===== src/rtl/imm_gen_pipe.sv =====
`default_nettype none
// ============================================================================
// Module  : imm_gen_pipe
// Brief   : Pipelined RISC-V immediate generator. Valid/ready in and out,
//           a 2-entry skid buffer, and a saturating illegal-opcode counter.
// Revision: 1.0 - initial release
// ============================================================================
module imm_gen_pipe #(
    parameter int XLEN  = 8,
    parameter int CNT_W = 8
) (
    input  logic             clk,
    input  logic             rst_n,
    input  logic             in_valid_i,
    output logic             in_ready_o,
    input  logic [31:0]      instr_i,
    input  logic             zext_i,
    output logic             out_valid_o,
    input  logic             out_ready_i,
    output logic [XLEN-1:0]  imm_o,
    output logic [2:0]       fmt_o,
    output logic             illegal_o,
    output logic [CNT_W-1:0] ill_cnt_o,
    input  logic             cnt_clr_i
);

    localparam logic [2:0] FMT_I   = 3'd0;
    localparam logic [2:0] FMT_S   = 3'd1;
    localparam logic [2:0] FMT_B   = 3'd2;
    localparam logic [2:0] FMT_U   = 3'd3;
    localparam logic [2:0] FMT_J   = 3'd4;
    localparam logic [2:0] FMT_ILL = 3'd7;

    localparam logic [6:0] OP_LOAD   = 7'b0000011;
    localparam logic [6:0] OP_IMM    = 7'b0010011;
    localparam logic [6:0] OP_JALR   = 7'b1100111;
    localparam logic [6:0] OP_STORE  = 7'b0100011;
    localparam logic [6:0] OP_BRANCH = 7'b1100011;
    localparam logic [6:0] OP_LUI    = 7'b0110111;
    localparam logic [6:0] OP_AUIPC  = 7'b0010111;
    localparam logic [6:0] OP_JAL    = 7'b1101111;

    // ------------------------------------------------------------------
    // Decode
    // ------------------------------------------------------------------
    logic            sbit;
    logic [31:0]     dec_imm32;
    logic [2:0]      dec_fmt;
    logic            dec_ill;
    logic            dec_hi;
    logic [XLEN-1:0] dec_imm;

    // zext forces the replicated sign bit to zero for every signed format
    assign sbit = instr_i[31] & ~zext_i;

    always_comb begin
        dec_imm32 = 32'd0;
        dec_fmt   = FMT_ILL;
        dec_ill   = 1'b1;
        case (instr_i[6:0])
            OP_LOAD, OP_IMM, OP_JALR: begin
                dec_imm32 = {{20{sbit}}, instr_i[31:20]};
                dec_fmt   = FMT_I;
                dec_ill   = 1'b0;
            end
            OP_STORE: begin
                dec_imm32 = {{20{sbit}}, instr_i[31:25], instr_i[11:7]};
                dec_fmt   = FMT_S;
                dec_ill   = 1'b0;
            end
            OP_BRANCH: begin
                dec_imm32 = {{19{sbit}}, instr_i[31], instr_i[7],
                             instr_i[30:25], instr_i[11:8], 1'b0};
                dec_fmt   = FMT_B;
                dec_ill   = 1'b0;
            end
            OP_LUI, OP_AUIPC: begin
                dec_imm32 = {instr_i[31:12], 12'd0};
                dec_fmt   = FMT_U;
                dec_ill   = 1'b0;
            end
            OP_JAL: begin
                dec_imm32 = {{11{sbit}}, instr_i[31], instr_i[19:12],
                             instr_i[20], instr_i[30:21], 1'b0};
                dec_fmt   = FMT_J;
                dec_ill   = 1'b0;
            end
            default: begin
                dec_imm32 = 32'd0;
                dec_fmt   = FMT_ILL;
                dec_ill   = 1'b1;
            end
        endcase
    end

    assign dec_hi = dec_imm32[31] & ~zext_i;

    generate
        if (XLEN > 32) begin : g_wide
            assign dec_imm = {{(XLEN-32){dec_hi}}, dec_imm32};
        end else begin : g_narrow
            logic unused_dec_bits;
            assign dec_imm         = dec_imm32[XLEN-1:0];
            assign unused_dec_bits = ^{dec_imm32, dec_hi};
        end
    endgenerate

    // ------------------------------------------------------------------
    // Two-entry skid buffer: output register plus one skid register
    // ------------------------------------------------------------------
    logic            out_valid_q, out_valid_d;
    logic [XLEN-1:0] out_imm_q,   out_imm_d;
    logic [2:0]      out_fmt_q,   out_fmt_d;
    logic            out_ill_q,   out_ill_d;
    logic            skid_valid_q, skid_valid_d;
    logic [XLEN-1:0] skid_imm_q,   skid_imm_d;
    logic [2:0]      skid_fmt_q,   skid_fmt_d;
    logic            skid_ill_q,   skid_ill_d;
    logic [CNT_W-1:0] cnt_q, cnt_d;

    logic accept;
    logic drain;

    assign accept = in_valid_i & ~skid_valid_q;
    assign drain  = out_valid_q & out_ready_i;

    always_comb begin
        out_valid_d  = out_valid_q;
        out_imm_d    = out_imm_q;
        out_fmt_d    = out_fmt_q;
        out_ill_d    = out_ill_q;
        skid_valid_d = skid_valid_q;
        skid_imm_d   = skid_imm_q;
        skid_fmt_d   = skid_fmt_q;
        skid_ill_d   = skid_ill_q;

        if (!out_valid_q || drain) begin
            // Output slot frees up: oldest pending entry takes it
            if (skid_valid_q) begin
                out_valid_d  = 1'b1;
                out_imm_d    = skid_imm_q;
                out_fmt_d    = skid_fmt_q;
                out_ill_d    = skid_ill_q;
                skid_valid_d = 1'b0;
            end else if (accept) begin
                out_valid_d = 1'b1;
                out_imm_d   = dec_imm;
                out_fmt_d   = dec_fmt;
                out_ill_d   = dec_ill;
            end else begin
                out_valid_d = 1'b0;
            end
        end else if (accept) begin
            skid_valid_d = 1'b1;
            skid_imm_d   = dec_imm;
            skid_fmt_d   = dec_fmt;
            skid_ill_d   = dec_ill;
        end
    end

    always_comb begin
        cnt_d = cnt_q;
        if (cnt_clr_i) begin
            cnt_d = '0;
        end else if (accept && dec_ill && (cnt_q != {CNT_W{1'b1}})) begin
            cnt_d = cnt_q + CNT_W'(1);
        end
    end

    always_ff @(posedge clk or negedge rst_n) begin
        if (!rst_n) begin
            out_valid_q  <= 1'b0;
            out_imm_q    <= '0;
            out_fmt_q    <= 3'd0;
            out_ill_q    <= 1'b0;
            skid_valid_q <= 1'b0;
            skid_imm_q   <= '0;
            skid_fmt_q   <= 3'd0;
            skid_ill_q   <= 1'b0;
            cnt_q        <= '0;
        end else begin
            out_valid_q  <= out_valid_d;
            out_imm_q    <= out_imm_d;
            out_fmt_q    <= out_fmt_d;
            out_ill_q    <= out_ill_d;
            skid_valid_q <= skid_valid_d;
            skid_imm_q   <= skid_imm_d;
            skid_fmt_q   <= skid_fmt_d;
            skid_ill_q   <= skid_ill_d;
            cnt_q        <= cnt_d;
        end
    end

    assign in_ready_o  = ~skid_valid_q;
    assign out_valid_o = out_valid_q;
    assign imm_o       = out_imm_q;
    assign fmt_o       = out_fmt_q;
    assign illegal_o   = out_ill_q;
    assign ill_cnt_o   = cnt_q;

endmodule
`default_nettype wire

===== config.mk =====
export PLATFORM = sky130hd
export DESIGN_NAME = imm_gen_pipe
export DESIGN_NICKNAME = d
export VERILOG_FILES = /design/src/rtl/imm_gen_pipe.sv
export SDC_FILE = /design/constraint.sdc
export NUM_CORES = 1
export LEC_CHECK = 0
export CAP_MARGIN = 20
export CORE_MARGIN = 3
export CORE_UTILIZATION = 48
export CTS_CLUSTER_DIAMETER = 40
export DETAILED_ROUTE_END_ITERATION = 7
export PLACE_DENSITY_LB_ADDON = 0.1
export SKIP_LAST_GASP = 1
export SLEW_MARGIN = 20
export SYNTH_ARGS = -nofsm -noshare
export SYNTH_HDL_FRONTEND = slang
export SYNTH_SLANG_ARGS = --single-unit

===== constraint.sdc =====
create_clock -name clk -period 3.4 [get_ports clk]
set_input_delay 0.51 -clock clk [delete_from_list [all_inputs] [get_ports clk]]
set_output_delay 0.51 -clock clk [all_outputs]
set_load 0.02 [all_outputs]

==> impl_metrics.py, run 1 <==
metrics = {
    "floorplanning": {
        "die_area_sq_um": 4310,
        "initial_core_util_pct": 50.4,
        "num_io_pins": 60,
        "die_w_microns": 65.7,
        "core_sq_um": 3390,
        "die_h_microns": 65.7,
        "rows": 21,
    },
    "critical_path": {
        "r2r_setup_slack_ns": 1.36,
        "arrival_ns": 2.05,
        "endpoint_kind": "output pin",
        "rr_worst_depth": 5,
        "path_class": "reg -> out",
        "r2r-end": "ill_cnt_o[7]",
        "critPathMaxFanout": 15,
        "start_kind": "flip-flop",
        "required_ns": 2.89,
        "r2r_start": "skid_valid_q",
    },
    "routing": {
        "dr.pass1.iters": 4,
        "drt_first_iter_violations": 76,
        "wl_per_cell_microns": 14.4,
        "wirelength_microns": 4000,
        "drc": 0,
        "num_vias": 1565,
        "via_per_inst": 5.65,
        "ant_nets": 0,
    },
    "yosys": {
        "synth.net_count": 222,
        "async_flop_share_pct": 100,
        "ys.warnings.count": 0,
        "avgSynthCellArea_sq_um": 9.33,
        "synth.area.top_cells": "dfrtp_1, o21ai_0, nand2_1",
        "netlist_area_sq_um": 1710,
        "ys.flop_type": "dfrtp_1",
        "synth-edff-count": 0,
        "netlist_instances": 183,
        "synth_cell_types": 42,
        "synth_area_leader_cell": "dfrtp_1",
        "ys_ff_latch": 34,
        "synth_top_area_share_pct": 49.8,
        "yosysSeqAreaShare_pct": 49.8,
    },
    "timing": {
        "fin_crit_ns": 2.56,
        "whs_ns": 0.483,
        "clock_skew_ns": 0.00778,
        "fin_ws_ns": 0.845,
        "post-route-period-util_pct": 75.2,
        "worstMarginPinSlew_ns": 0.578,
        "report.final.slew_viol_count": 0,
        "timing.fmax_mhz": 391,
        "slew-limit-headroom_pct": 61.3,
        "tns_ns": 0,
        "rsz0062_at_grt": "no",
        "setup_viol": 0,
        "hold_viol": 0,
    },
    "clock_network": {
        "post_cts_buffers": 0,
        "clock_sinks": 34,
        "insertion_delay_ns": 0.33,
        "cts_root_buf": "clkbuf_4",
        "cts_buffer_depth": 2,
        "htreeDepth": 2,
        "cts_buffers": 5,
        "path_clk_slew_ns": 0.11,
        "post_cts_resized": 0,
        "cts_tree": "built",
        "cts_hold_buffers": 0,
    },
    "placement": {
        "place_ws_ns": 0.834,
        "gp_congestion": 0.892,
        "dp.cells": 269,
        "portBuffers": 46,
        "place_hpwl_microns": 2980,
    },
    "min_path": {
        "hold_depth": 2,
        "min_path_type": "reg -> reg",
        "hold_path_startpoint": "skid_imm_q[6]",
        "worstHoldEndpoint": "skid_imm_q[6]",
    },
    "power_and_ir_drop": {
        "p_sw_mw": 0.276,
        "sequentialPowerShare_pct": 48.8,
        "irDropWorstVdd_mv": 0.313,
        "clock_power_share_pct": 29.1,
        "switching_share_pct": 28.2,
        "p_leak_nw": 0.940,
        "p_per_area_nw_per_um2": 430,
        "p_comb_share_pct": 22.2,
        "p_int_mw": 0.703,
    },
    "grt": {
        "antenna_found_initial": 0,
        "grt_pass1_wl_microns": 6960,
        "grt_max_degree": 35,
        "grt_pass1_vias": 1540,
        "grt_overflow_total": 0,
        "track_usage_pct": 21.1,
    },
    "layout": {
        "regArea_sq_um": 851,
        "final_cell_mix": "clkdlybuf4s50_1, dfrtp_1, nand2_1",
        "final_common_cell": "clkdlybuf4s50_1",
        "multiInputGateArea_sq_um": 800,
        "final_util_pct": 67.1,
        "num_antenna_cells": 0,
        "drive_above_1_share_pct": 7.36,
        "n_fill_cell": 283,
        "nets": 269,
        "final_cell_count_no_fill": 277,
        "syn2layout_area_growth_pct": 33.3,
    },
    "outcome": {
        "status": "finished, final reports clean",
    },
    "flow_run": {
        "max_cap_violations": 0,
    },
}
sequential cells by signal (all words and copies together), names as in the netlist:
| register | flops |
|---|---|
| fmt_o | 3 |
| skid_imm_q | 8 |
| imm_o | 8 |
| illegal_o | 1 |
| out_valid_o | 1 |
| ill_cnt_o | 8 |
| skid_fmt_q | 3 |
| skid_ill_q | 1 |
| skid_valid_q | 1 |
area by class of cell:
class / instances / share of cell area (%)
Timing Repair Buffer: 48 / 20.9
Inverter: 4 / 0.660
Sequential cell: 34 / 37.4
Clock buffer: 5 / 1.65
Clock inverter: 3 / 1.76
Multi-Input combinational cell: 137 / 35.1
Tap cell: 46 / 2.53
cells in the mapped netlist, types with 2 or more instances:
master and instances:
a21oi_1 15, and3_1 6, or2_2 2, or4_1 2, clkbuf_1 4, o31ai_1 6
o21ai_0 18, mux2i_1 3, inv_1 3, a221oi_1 8, or3_1 3, nand2_1 24
dfrtp_1 34, nor2_1 22, nand3_1 6
metrics by stage:
step | area, sq um | total power [mW]
5_1_grt | 2280 | 1.04
3_5_place_dp | 2200 | 0.704
4_1_cts | 2280 | 0.991
6_report | 2280 | 0.979
2_1_floorplan | 1710 | 0.593
3_3_place_gp | 2200 | 0.695
per-layer routing:
layer	routed length, microns	vias to the layer above	share of wire [%]	global-route usage (%)
li1	-	770	-	-
met1	1730	749	43	25.2
met2	2010	42	50	36.9
met3	216	4	5.4	5.64
met4	42	0	1.1	6.22
met5	0	-	0	0
how the worst max path moves through the flow:
| stage | from | endpoint | slack (ns) | cells past startpoint |
|---|---|---|---|---|
| after floorplan | instr_i[5] | ill_cnt_o[4] | 1.59 | 7 |
| after global placement | instr_i[4] | ill_cnt_o[7] | 0.89 | 6 |
| after detailed placement | instr_i[4] | ill_cnt_o[7] | 0.83 | 6 |
| after CTS | skid_valid_q | in_ready_o | 0.83 | 2 |
| after global routing | skid_valid_q | in_ready_o | 0.72 | 2 |
| final | skid_valid_q | in_ready_o | 0.84 | 2 |
critical path, cell delays in order (launching register included):
cell and delay [ns]:
dfrtp_1 0.67, clkinv_1 0.41, clkdlybuf4s50_1 0.64
power by group through the flow:
stage	Sequential [mW]	Combinational (mW)	Clock, mW
after floorplan	0.506	0.0870	0
after global placement	0.482	0.213	0
after detailed placement	0.485	0.218	0
after CTS	0.477	0.219	0.295
after global routing	0.484	0.239	0.319
final	0.477	0.217	0.285
cell families after synthesis:
logic type / after synthesis / share of synthesized area (%)
DFF: 34 / 49.8
buffers and inverters: 12 / 3.37
muxes: 4 / 2.42
and+or+nand+nor: 75 / 21.8
xor gates and xnor gates: 1 / 0.513
adders and majority gates: 1 / 0.732
AOI/OAI and AO/OA: 56 / 21.4
(Power assumes the default switching activity.)
==> run 2, diff against run 1 <==
Settings changed: CORE_UTILIZATION 48 to 40.
Clock period 3.4 ns to 2.3 ns, I/O delays scaled along.
==> impl_metrics.py, run 2 (synthesized netlist as in run 1, its figures left out) <==
metrics = {
    "floorplanning": {
        "core_sq_um": 4060,
        "die_h_microns": 71.3,
        "die_area_sq_um": 5090,
        "num_io_pins": 60,
        "die_w_microns": 71.3,
        "rows": 23,
        "initial_core_util_pct": 42.1,
    },
    "layout": {
        "final_cell_mix": "clkdlybuf4s50_1, dfrtp_1, nand2_1",
        "final_common_cell": "clkdlybuf4s50_1",
        "final_cell_count_no_fill": 291,
        "num_antenna_cells": 0,
        "drive_above_1_share_pct": 11.2,
        "final_util_pct": 59.1,
        "syn2layout_area_growth_pct": 40.4,
        "nets": 280,
    },
    "critical_path": {
        "endpoint_kind": "flip-flop",
        "required_ns": 2.51,
        "arrival_ns": 2.20,
        "path_class": "in -> reg",
        "critPathMaxFanout": 9,
        "start_kind": "primary input",
    },
    "timing": {
        "worstMarginPinSlew_ns": 0.528,
        "slew-limit-headroom_pct": 64.6,
        "rsz0062_at_grt": "no",
        "report.final.slew_viol_count": 0,
        "tns_ns": 0,
        "fin_crit_ns": 1.99,
        "post-route-period-util_pct": 86.5,
        "timing.fmax_mhz": 503,
        "clock_skew_ns": 0.00412,
        "hold_viol": 0,
        "setup_viol": 0,
    },
    "clock_network": {
        "clock_sinks": 34,
        "htreeDepth": 2,
        "post_cts_buffers": 0,
        "post_cts_resized": 0,
        "cts_hold_buffers": 0,
        "cts_root_buf": "clkbuf_8",
        "path_clk_slew_ns": 0.07,
        "cts_buffer_depth": 2,
        "cts_tree": "built",
        "cts_buffers": 5,
        "insertion_delay_ns": 0.28,
    },
    "routing": {
        "via_per_inst": 5.55,
        "ant_nets": 0,
        "wl_per_cell_microns": 14.8,
        "drt_first_iter_violations": 92,
        "dr.pass1.iters": 4,
        "wirelength_microns": 4300,
        "drc": 0,
        "num_vias": 1614,
    },
    "flow_run": {
        "max_cap_violations": 0,
    },
    "grt": {
        "grt_max_degree": 35,
        "grt_overflow_total": 0,
        "antenna_found_initial": 0,
        "grt_pass1_wl_microns": 7240,
        "grt_pass1_vias": 1596,
        "track_usage_pct": 17.9,
    },
    "placement": {
        "portBuffers": 46,
        "dp.cells": 284,
        "place_hpwl_microns": 3240,
        "gp_congestion": 0.940,
    },
    "outcome": {
        "status": "finished, final reports clean",
    },
    "min_path": {
        "min_path_type": "in -> async",
    },
    "power_and_ir_drop": {
        "irDropWorstVdd_mv": 0.331,
        "p_leak_nw": 1.01,
        "p_per_area_nw_per_um2": 667,
    },
}
[run 2: cell types whose count changed in the layout (fill, tap and decap cells not counted)]
cell / change
clkbuf_4: -5
clkbuf_8: +6
clkinv_2: -2
buf_4: +11
[run 2: stage by stage]
stage / power (mW) / area [sq um] / hold slack, ns / worst slack (ns)
after floorplan: 0.876 / 1710 / 0.0494 / 0.592
after global placement: 1.05 / 2290 / 0.454 / 0.0945
after detailed placement: 1.06 / 2290 / 0.467 / 0.0197
after CTS: 1.62 / 2400 / 0.483 / 0.317
after global routing: 1.68 / 2400 / 0.502 / 0.206
final: 1.60 / 2400 / 0.470 / 0.310
[run 2: final cells by class]
type                            instances  area, sq um
Fill cell                             347         1660
Sequential cell                        34          851
Multi-Input combinational cell        137          800
Timing Repair Buffer                   59          558
Clock buffer                            6         82.6
Tap cell                               50         62.6
Clock inverter                          1         30.0
Inverter                                4         15.0
[run 2: final timing paths]
path                               from            end  slack (ns)  cells past startpoint
hold / removal                    rst_n       imm_o[3]        0.47                      2
setup / recovery             instr_i[4]   ill_cnt_o[2]        0.31                      7
max in group asynchronous         rst_n  skid_imm_q[0]        1.52                      2
hold reg to reg                imm_o[3]       imm_o[3]        0.48                      2
setup reg to reg           ill_cnt_o[0]   ill_cnt_o[2]        0.55                      7
min in group clk               imm_o[3]       imm_o[3]        0.48                      2
[run 2: layer usage]
layer | GRT usage, % | wire length (microns) | part of all wire, % | vias up
met4 | 6.05 | 58 | 1.3 | 0
met5 | 0 | 0 | 0 | -
met1 | 22.1 | 1820 | 42 | 773
met3 | 4.49 | 199 | 4.6 | 8
li1 | - | - | - | 784
met2 | 30.5 | 2230 | 52 | 49
[run 2: worst max-delay path, stage by stage]
cell             delay (ns)
clkdlybuf4s50_1        0.52
and4b_4                0.24
a211oi_2               0.29
o21ai_2                0.17
buf_4                  0.19
or3_1                  0.30
a21oi_1                0.14
[run 2: power breakdown]
part / switching [mW] / internal, mW
clock: 0.209 / 0.346
sequential: 0.0381 / 0.664
combinational: 0.179 / 0.163
